--- config.mk ---
export PLATFORM = sky130hd
export DESIGN_NAME = sram_burst_iface
export DESIGN_NICKNAME = d
export VERILOG_FILES = /design/src/rtl/sram_pkg.sv /design/src/rtl/flex_counter.sv /design/src/rtl/sram_burst_iface.sv
export SDC_FILE = /design/constraint.sdc
export NUM_CORES = 1
export LEC_CHECK = 0
export CAP_MARGIN = 20
export CELL_PAD_IN_SITES_DETAIL_PLACEMENT = 0
export CELL_PAD_IN_SITES_GLOBAL_PLACEMENT = 1
export CORE_MARGIN = 2
export CORE_UTILIZATION = 30
export CTS_CLUSTER_DIAMETER = 150
export CTS_CLUSTER_SIZE = 30
export DETAILED_ROUTE_END_ITERATION = 16
export PLACE_DENSITY = 0.86
export SKIP_LAST_GASP = 1
export SLEW_MARGIN = 20
export SYNTH_ARGS = -nofsm -noshare
export SYNTH_HDL_FRONTEND = slang
export SYNTH_SLANG_ARGS = --single-unit
--- constraint.sdc ---
create_clock -name clk -period 2.22 [get_ports clk]
set_clock_uncertainty 0.15 [all_clocks]
set_input_delay 0.222 -clock clk [delete_from_list [all_inputs] [get_ports clk]]
set_output_delay 0.222 -clock clk [all_outputs]
set_load 0.05 [all_outputs]
--- src/rtl/sram_pkg.sv ---
// sram_pkg: shared types and default widths for the SRAM burst interface.
//   state_t      - burst controller FSM states
//   SRAM_ADDR_W  - default SRAM address width
//   SRAM_DATA_W  - default SRAM data word width
//   WAIT_CNT_W   - width of the per-word wait counter (wait range 1..15)
package sram_pkg;

  typedef enum logic [1:0] {
    IDLE   = 2'd0,
    SETUP  = 2'd1,
    ACCESS = 2'd2,
    DONE   = 2'd3
  } state_t;

  localparam int SRAM_ADDR_W = 16;
  localparam int SRAM_DATA_W = 32;
  localparam int WAIT_CNT_W  = 4;

endpackage

--- src/rtl/flex_counter.sv ---
// flex_counter: programmable up-counter with a registered rollover flag.
//   clk, n_rst    - clock, synchronous active-low reset
//   clear         - synchronous clear to zero (priority over count_enable)
//   count_enable  - advance the count by one
//   rollover_val  - terminal count; the count restarts at 1 after reaching it
//   rollover_flag - high while the count equals rollover_val
module flex_counter #(
  parameter int NUM_CNT_BITS = 4
) (
  input  logic                    clk,
  input  logic                    n_rst,
  input  logic                    clear,
  input  logic                    count_enable,
  input  logic [NUM_CNT_BITS-1:0] rollover_val,
  output logic                    rollover_flag
);

  logic [NUM_CNT_BITS-1:0] count_q;
  logic [NUM_CNT_BITS-1:0] count_d;
  logic                    flag_d;

  always_comb begin
    count_d = count_q;
    if (clear) begin
      count_d = '0;
    end else if (count_enable) begin
      count_d = (count_q == rollover_val) ? NUM_CNT_BITS'(1)
                                          : count_q + NUM_CNT_BITS'(1);
    end
    // Flag is computed from the next count so it lines up with the count register.
    flag_d = !clear && (count_d == rollover_val);
  end

  always_ff @(posedge clk) begin
    if (!n_rst) begin
      count_q       <= '0;
      rollover_flag <= 1'b0;
    end else begin
      count_q       <= count_d;
      rollover_flag <= flag_d;
    end
  end

endmodule

--- src/rtl/sram_burst_iface.sv ---
// sram_burst_iface: burst read/write controller for an asynchronous SRAM.
// A request (start in IDLE) moves 1..MAX_BURST words starting at i_address.
// Each word spends one SETUP cycle (address/data settle, enables low) and
// WAIT_CYCLES ACCESS cycles (one enable high), followed after the last word
// by a single DONE cycle that pulses io_done.
//   clk, n_rst          - clock, synchronous active-low reset
//   start, writemode    - request strobe and direction (1 = write)
//   i_address           - first word address
//   i_burst_len         - words minus one
//   i_w_data / w_req    - write word supplied in the cycle w_req pulses
//   i_r_data / r_valid  - captured read word and its one-cycle valid pulse
//   busy, io_done       - not-idle indicator, completion pulse
//   read_enable, write_enable, address, w_data, r_data - SRAM side
module sram_burst_iface
  import sram_pkg::*;
#(
  parameter int ADDR_W      = SRAM_ADDR_W,
  parameter int DATA_W      = SRAM_DATA_W,
  parameter int MAX_BURST   = 16,
  parameter int WAIT_CYCLES = 2
) (
  input  logic                         clk,
  input  logic                         n_rst,
  input  logic                         start,
  input  logic                         writemode,
  input  logic [ADDR_W-1:0]            i_address,
  input  logic [$clog2(MAX_BURST)-1:0] i_burst_len,
  input  logic [DATA_W-1:0]            i_w_data,
  output logic                         w_req,
  output logic [DATA_W-1:0]            i_r_data,
  output logic                         r_valid,
  output logic                         busy,
  output logic                         io_done,
  output logic                         read_enable,
  output logic                         write_enable,
  output logic [ADDR_W-1:0]            address,
  output logic [DATA_W-1:0]            w_data,
  input  logic [DATA_W-1:0]            r_data
);

  localparam int LEN_W = $clog2(MAX_BURST);

  state_t              state_q;
  state_t              state_d;
  logic                wmode_q;
  logic [ADDR_W-1:0]   ptr_q;
  logic [LEN_W-1:0]    cnt_q;
  logic [DATA_W-1:0]   w_data_q;
  logic [DATA_W-1:0]   r_data_q;
  logic                r_valid_q;

  logic                wait_flag;
  logic                last_access;
  logic                last_word;
  logic                wait_en;
  logic                wait_clr;

  // The counter runs through SETUP and ACCESS so its flag is already high in
  // the final ACCESS cycle; it restarts from zero at every word boundary.
  assign last_access = (state_q == ACCESS) && wait_flag;
  assign last_word   = (cnt_q == '0);
  assign wait_en     = (state_q == SETUP) || (state_q == ACCESS);
  assign wait_clr    = !wait_en || last_access;

  flex_counter #(
    .NUM_CNT_BITS (WAIT_CNT_W)
  ) u_wait_cnt (
    .clk           (clk),
    .n_rst         (n_rst),
    .clear         (wait_clr),
    .count_enable  (wait_en),
    .rollover_val  (WAIT_CNT_W'(WAIT_CYCLES)),
    .rollover_flag (wait_flag)
  );

  always_comb begin
    state_d      = state_q;
    busy         = 1'b1;
    io_done      = 1'b0;
    w_req        = 1'b0;
    read_enable  = 1'b0;
    write_enable = 1'b0;
    case (state_q)
      IDLE: begin
        busy = 1'b0;
        if (start) state_d = SETUP;
      end
      SETUP: begin
        w_req   = wmode_q;
        state_d = ACCESS;
      end
      ACCESS: begin
        write_enable = wmode_q;
        read_enable  = !wmode_q;
        if (last_access) state_d = last_word ? DONE : SETUP;
      end
      DONE: begin
        io_done = 1'b1;
        state_d = IDLE;
      end
      default: state_d = IDLE;
    endcase
  end

  always_ff @(posedge clk) begin
    if (!n_rst) begin
      state_q   <= IDLE;
      wmode_q   <= 1'b0;
      ptr_q     <= '0;
      cnt_q     <= '0;
      w_data_q  <= '0;
      r_data_q  <= '0;
      r_valid_q <= 1'b0;
    end else begin
      state_q   <= state_d;
      r_valid_q <= last_access && !wmode_q;
      case (state_q)
        IDLE: begin
          if (start) begin
            wmode_q <= writemode;
            ptr_q   <= i_address;
            cnt_q   <= i_burst_len;
          end
        end
        SETUP: begin
          if (wmode_q) w_data_q <= i_w_data;
        end
        ACCESS: begin
          if (last_access) begin
            if (!wmode_q) r_data_q <= r_data;
            if (!last_word) begin
              // Pointer wraps naturally modulo 2^ADDR_W.
              ptr_q <= ptr_q + ADDR_W'(1);
              cnt_q <= cnt_q - LEN_W'(1);
            end
          end
        end
        default: ;
      endcase
    end
  end

  assign address  = ptr_q;
  assign w_data   = w_data_q;
  assign i_r_data = r_data_q;
  assign r_valid  = r_valid_q;

endmodule

==> impl_summary.log, run 1 <==
INFO  metric run_status = completed
INFO  metric row_count = 42
INFO  metric min_period_over_period = 95.5%
INFO  metric synth_area_leaders = sky130_fd_sc_hd__dfxtp_1, sky130_fd_sc_hd__nand2_1, sky130_fd_sc_hd__a21boi_1
INFO  metric power.total = 5.22 mW
INFO  metric clk_pin_slew = 0.06 ns
INFO  metric synthMostInstantiatedCell = sky130_fd_sc_hd__nand2_1
INFO  metric final_number_of_hold_violating_endpoints = 0
INFO  metric multiInputGateArea = 2040 um^2
INFO  metric first_pass_iters = 4
INFO  metric maximum_number_of_pins_on_one_net_before_global_route_repair = 34
INFO  metric unrepaired_setup_endpoints_after_global_routing = no
INFO  metric port_buffers = 173
INFO  metric grt_pass1_vias = 3959
INFO  metric synthSimpleGateAreaFrac = 25.1%
INFO  metric num-fill-cells = 1294
INFO  metric globalplace.congestion = 0.935
INFO  metric timing.critical_path.required = 1.85 ns
INFO  metric initial_utilization = 30.8%
INFO  metric drc = 0
INFO  metric core_area = 13200 um^2
INFO  metric slew_headroom = 63.2%
INFO  metric ctsHoldBuffers = 0
INFO  metric synth_top_family_by_area = simple AND/OR/NAND/NOR gates
INFO  metric cts_inserted_buffers = 9
INFO  metric clkSinkCount = 93
INFO  metric fraction_of_the_mapped_netlist_area_in_compound_gates = 20.6%
INFO  metric clock_tree_from_tritoncts = built
INFO  metric max-cap-violations = 0
INFO  metric final_antenna_net_count = 0
INFO  metric clock_tree_buf_depth = 2
INFO  metric period_needed = 2.12 ns
INFO  metric path_delay_family = buffers and inverters
INFO  metric power_density = 825 nW/um^2
INFO  metric postSynth.asyncResetShare = 0%
INFO  metric antenna_found_initial = 0
INFO  metric dpl.cell_count = 832
INFO  metric cts_setup_buffers = 0
INFO  metric avgSynthCellArea = 8.15 um^2
INFO  metric final_layout_size_suffix_gt1_share = 6.85%
INFO  metric synthAdderAreaFrac = 2.76%
INFO  metric critPathSlowestCell = sky130_fd_sc_hd__dfxtp_1
INFO  metric detailedPlace.worstSlack = 0.214 ns
INFO  metric die_width = 121 um
INFO  metric drt_first_iter_violations = 226
INFO  metric finalNetCount = 764
INFO  metric critical_path.max_fanout = 14
INFO  metric seq_area_frac_synth = 45.6%
INFO  metric routed_wirelength = 12300 um
INFO  metric crit_path_cell_trace = inv_1 > ha_4 > inv_2 > buf_4 > nor2_1 > buf_12
INFO  metric ios = 174
INFO  metric postLayoutSetupSlackWorst = 0.100 ns
INFO  metric finalSetupViolations = 0
INFO  metric timing.fmax = 472 MHz
INFO  metric yosysUniqueCellTypes = 58
INFO  metric synth-edff-count = 0
INFO  metric hp-class = primary input to flop
INFO  metric post-synth-top-area-cell = sky130_fd_sc_hd__dfxtp_1
INFO  metric route.vias.total = 4067
INFO  metric synth_top_area_share = 45.6%
INFO  metric cp-end-kind = output pin
INFO  metric vdd_drop_max = 0.000458 V
INFO  metric cts_root_buffer = sky130_fd_sc_hd__clkbuf_16
INFO  metric dp_hpwl = 9100 um
INFO  metric critPathMaxStageDelay = 0.31 ns
INFO  metric worstSkewPairLatency = 0.34 ns
INFO  metric cts_repair_resize_count = 2
INFO  metric htreeDepth = 3
INFO  metric synth-xor-area-share = 0.429%
INFO  metric crit_arrival = 1.75 ns
INFO  metric dieArea = 14600 um^2
INFO  metric global_route_wire_length_before_repair = 19500 um
INFO  metric leakagePower = 2.26 nW
INFO  metric netlist_area = 4080 um^2
INFO  metric kind_of_critical_path = flop to output pin
INFO  metric die_h = 121 um
INFO  metric synth_top_flop_cell = sky130_fd_sc_hd__dfxtp_1
INFO  metric critPathLaunchType = flop
INFO  metric synthToLayoutAreaGrowth = 54.9%
INFO  metric mappedNetlistNets = 598
INFO  metric regArea = 1860 um^2
INFO  metric drt-wirelength-per-cell = 14.5 um
INFO  metric avgViaCountPerCell = 4.80
INFO  metric overflow = 0
INFO  metric num_antenna_cells = 0
INFO  metric synth.mux.area_fraction = 0.735%
INFO  metric layoutNonFillerInstCount = 848
INFO  metric count_of_final_max_slew_check_failures = 0
INFO  metric cp.buffers_inverters = 4
INFO  metric ys_ff_latch = 93
INFO  metric worst-slew-pin-transition = 0.551 ns
INFO  metric syn_warnings = 0
INFO  metric synth_top_cells_by_count = sky130_fd_sc_hd__nand2_1, sky130_fd_sc_hd__dfxtp_1, sky130_fd_sc_hd__a21boi_1, sky130_fd_sc_hd__a21oi_1, sky130_fd_sc_hd__clkbuf_1
INFO  metric timing.setup.tns = 0 ns
INFO  metric groute.usage.overall = 16.8%
INFO  metric post_synth_inst_count = 501
-- where the power goes --
group	switching (mW)	total, mW	internal, mW	leakage, nW
sequential	0.176	2.00	1.82	0.754
combinational	1.00	1.70	0.696	1.37
clock	0.649	1.53	0.877	0.140
total	1.83	5.22	3.39	2.26
-- state kept, by name (all words and copies together), names as in the netlist --
| name | flops |
|---|---|
| address | 16 |
| u_wait_cnt.rollover_flag | 1 |
| wmode_q | 1 |
| u_wait_cnt.count_q | 4 |
| w_data | 32 |
| i_r_data | 32 |
| state_q | 2 |
| cnt_q | 4 |
| r_valid | 1 |
-- path summary, 6_finish.rpt --
path / from / end / slack, ns / cells past startpoint
setup / recovery: state_q[0]$_SDFFE_PN0P_ / read_enable / 0.10 / 6
hold / removal: n_rst / address[3]$_SDFFE_PN0P_ / 0.11 / 2
setup reg to reg: state_q[1]$_SDFFE_PN0P_ / address[14]$_SDFFE_PN0P_ / 0.17 / 6
hold reg to reg: w_data[13]$_SDFFE_PN0P_ / w_data[13]$_SDFFE_PN0P_ / 0.30 / 2
-- stage by stage --
stage / util, % / cell area [um^2] / hold slack, ns
after floorplan: - / 4080 / 0.207
after global placement: 45.4 / 6020 / 0.290
after detailed placement: 45.4 / 6020 / 0.295
after CTS: 47.7 / 6320 / 0.0968
after global routing: 47.8 / 6320 / 0.113
final: 47.8 / 6320 / 0.108
-- kinds of logic (layout without fill, tap and decap cells) --
kind of cell             count (synthesis)  after routing
flip-flops                              93             93
buffers and inverters                   45            216
adder cells (fa/ha/maj)                  9              9
XOR/XNOR                                 2              2
AO/OA/AOI/OAI                          126            126
AND/OR/NAND/NOR                        223            223
multiplexers                             3              3
-- per-layer routing --
layer,global-route usage (%),routed length [um],up-vias
met2,28.2,6150,123
met4,6.83,291,0
met1,20.1,5210,1873
met3,4.91,635,21
met5,0,0,-
li1,-,-,2050
-- cell type report --
class,count,area share [%]
Clock buffer,11,3.68
Clock inverter,5,0.950
Inverter,13,0.811
Multi-Input combinational cell,363,32.3
Sequential cell,93,29.4
Tap cell,176,3.48
Timing Repair Buffer,187,29.4
-- worst register-to-register path, stage by stage (launching register included) --
cell,delay (ns)
sky130_fd_sc_hd__dfxtp_1,0.42
sky130_fd_sc_hd__inv_1,0.12
sky130_fd_sc_hd__ha_1,0.32
sky130_fd_sc_hd__nand2b_2,0.19
sky130_fd_sc_hd__nand3_2,0.11
sky130_fd_sc_hd__a221o_1,0.36
sky130_fd_sc_hd__o31a_1,0.27
-- placed cells by master (no fill, tap or decap), drive strengths merged, types with 5 or more instances in the layout --
master,n
and2,5
nand3,14
dfxtp,93
ha,9
clkdlybuf4s50,167
and3,8
nand2,148
o21ai,11
inv,13
clkbuf,11
a21oi,41
nor2,15
a21boi,43
buf,20
nand4,8
(Power assumes the default switching activity.)
==> inputs of run 2 (changes only) <==
PLACE_DENSITY = 0.92   (was 0.86)
==> run 2 against run 1 <==
- non-clock buffer count unchanged
- sequential share of layout area is essentially flat
- sequential power about the same
==> impl_summary.log, run 2 (synthesis results as in run 1) <==
INFO  metric drt-wirelength-per-cell = 14.8 um (+2.4%)
INFO  metric groute.usage.overall = 17.0% (+0.20 points)
INFO  metric critPathLaunchType = flop
INFO  metric cp-end-kind = output pin
INFO  metric routed_wirelength = 12600 um (+2.4%)
INFO  metric kind_of_critical_path = flop to output pin
INFO  metric final_layout_size_suffix_gt1_share = 7.14% (+0.30 points)
INFO  metric p_sw_share = 35.4% (+0.42 points)
INFO  metric antenna_found_initial = 0 (unchanged)
INFO  metric die_width = 121 um (unchanged)
INFO  metric max-cap-violations = 0 (unchanged)
INFO  metric clock_tree_from_tritoncts = built
INFO  metric dieArea = 14600 um^2 (unchanged)
INFO  metric ios = 174 (unchanged)
INFO  metric cts_setup_buffers = 0 (unchanged)
INFO  metric globalplace.congestion = 0.837 (-10%)
INFO  metric finalNetCount = 764 (unchanged)
INFO  metric final_antenna_net_count = 0 (unchanged)
INFO  metric unrepaired_setup_endpoints_after_global_routing = no
INFO  metric drt_first_iter_violations = 312 (+38%)
INFO  metric core_area = 13200 um^2 (unchanged)
INFO  metric leakagePower = 2.27 nW (+0.42%)
INFO  metric p_switching = 1.87 mW (+2.1%)
INFO  metric row_count = 42 (unchanged)
INFO  metric num-fill-cells = 1256 (-2.9%)
INFO  metric share_comb_of_total_power = 32.8% (+0.3 points)
INFO  metric run_status = completed
INFO  metric htreeDepth = 3 (unchanged)
INFO  metric synthToLayoutAreaGrowth = 55.1%
INFO  metric clkSinkCount = 93 (unchanged)
INFO  metric p_int = 3.40 mW (+0.27%)
INFO  metric sequential_group_share_of_total_power = 37.9% (-0.3 points)
INFO  metric min_period_over_period = 94.5% (-1.0 points)
INFO  metric avgViaCountPerCell = 4.85 (+1.2%)
INFO  metric power_density = 832 nW/um^2 (+0.81%)
INFO  metric maximum_number_of_pins_on_one_net_before_global_route_repair = 56 (+65%)
INFO  metric hp-class = primary input to flop
INFO  metric period_needed = 2.10 ns (-0.0229 ns)
INFO  metric global_route_wire_length_before_repair = 19800 um (+1.9%)
INFO  metric clk_pin_slew = 0.07 ns (about the same)
INFO  metric initial_utilization = 30.8% (unchanged)
INFO  metric critical_path.max_fanout = 13 (-1)
INFO  metric slew_headroom = 62.4% (-0.79 points)
INFO  metric dp_hpwl = 9240 um (+1.5%)
INFO  metric final_design_area_no_fill = 6330 um^2 (+0.12%)
INFO  metric crit_arrival = 1.73 ns (-0.02 ns)
INFO  metric finalSetupViolations = 0 (unchanged)
INFO  metric drc = 0 (unchanged)
INFO  metric layout.cells.most_common_list = sky130_fd_sc_hd__clkdlybuf4s50_1, sky130_fd_sc_hd__nand2_1, sky130_fd_sc_hd__dfxtp_1
INFO  metric final_number_of_hold_violating_endpoints = 0 (unchanged)
INFO  metric timing.setup.tns = 0 ns (unchanged)
INFO  metric die_h = 121 um (unchanged)
INFO  metric worst-slew-pin-transition = 0.563 ns (+0.0118 ns)
INFO  metric cts_inserted_buffers = 9 (unchanged)
INFO  metric timing.critical_path.required = 1.85 ns (about the same)
INFO  metric clock_power_share = 29.3% (about the same)
INFO  metric timing.fmax = 477 MHz (+1.1%)
INFO  metric commonest_non_fill_non_tap_cell_in_the_layout = sky130_fd_sc_hd__clkdlybuf4s50_1
INFO  metric worstSkewPairLatency = 0.34 ns (about the same)
INFO  metric num_antenna_cells = 0 (unchanged)
INFO  metric grt_pass1_vias = 4045 (+2.2%)
INFO  metric placed_cell_area = 6020 um^2 (unchanged)
INFO  metric first_pass_iters = 4 (unchanged)
INFO  metric overflow = 0 (unchanged)
INFO  metric route.vias.total = 4117 (+1.2%)
INFO  metric port_buffers = 173 (unchanged)
INFO  metric cts_root_buffer = sky130_fd_sc_hd__clkbuf_16
INFO  metric layoutNonFillerInstCount = 848 (unchanged)
INFO  metric dpl.cell_count = 832 (unchanged)
INFO  metric vdd_drop_max = 0.000571 V (+25%)
INFO  metric clock_tree_buf_depth = 2 (unchanged)
INFO  metric count_of_final_max_slew_check_failures = 0 (unchanged)
==> run 2: repair_timing <==
action | CTS | global route
endpoints found under the hold margin | 0 | 0
pin swaps | 0 | 0
endpoints found under the setup margin | 1 | 2
gates resized for setup | 1 | 3
cloned | 0 | 0
hold buffers | 0 | 0
==> run 2: path summary, 6_finish.rpt <==
path / startpoint / endpoint / slack, ns / depth (start not counted)
max: state_q[0]$_SDFFE_PN0P_ / read_enable / 0.12 / 6
min: n_rst / u_wait_cnt.count_q[2]$_SDFF_PN0_ / 0.08 / 3
max reg2reg: address[0]$_SDFFE_PN0P_ / address[12]$_SDFFE_PN0P_ / 0.25 / 5
min reg2reg: i_r_data[25]$_SDFFE_PN0P_ / i_r_data[25]$_SDFFE_PN0P_ / 0.30 / 2
==> run 2: power by group through the flow <==
stage | combinational (mW) | sequential, mW | clock [mW]
floorplan | 0.715 | 2.35 | 0
global route | 1.85 | 2.02 | 1.67
CTS | 1.73 | 1.99 | 1.60
detailed placement | 1.72 | 2.03 | 0
finish | 1.73 | 2.00 | 1.54
global placement | 1.69 | 2.02 | 0
==> run 2: per-layer routing <==
layer  track usage [%]  routed length, um  vias up
li1                  -                  -     2046
met1              20.6               5300     1910
met2              28.9               6290      141
met3              4.91                743       20
met4              5.81                242        0
met5                 0                  0        -
==> run 2: layout make-up <==
type,count,area (um^2),area share [%]
tap,176,220,3.48
multi-input combinational,363,2040,32.2
clock inverter,7,75.1,1.19
timing repair buffer,187,1860,29.3
inverter,13,51.3,0.810
sequential,93,1860,29.4
clock buffer,9,225,3.56
==> run 2: worst max-delay path: stages (launching register included) <==
cell	delay, ns
sky130_fd_sc_hd__dfxtp_1	0.32
sky130_fd_sc_hd__inv_1	0.14
sky130_fd_sc_hd__ha_4	0.23
sky130_fd_sc_hd__inv_2	0.13
sky130_fd_sc_hd__buf_4	0.20
sky130_fd_sc_hd__nor2_1	0.18
sky130_fd_sc_hd__buf_12	0.17
==> run 2: through the flow <==
step           setup slack (ns)  utilization [%]  hold slack [ns]  power [mW]
2_1_floorplan             0.118                -            0.207        3.06
3_3_place_gp              0.206             45.4            0.289        3.71
3_5_place_dp              0.112             45.4            0.294        3.75
4_1_cts                0.000996             47.7           0.0628        5.32
5_1_grt                  0.0214             47.8           0.0860        5.54
6_report                  0.123             47.8           0.0836        5.27
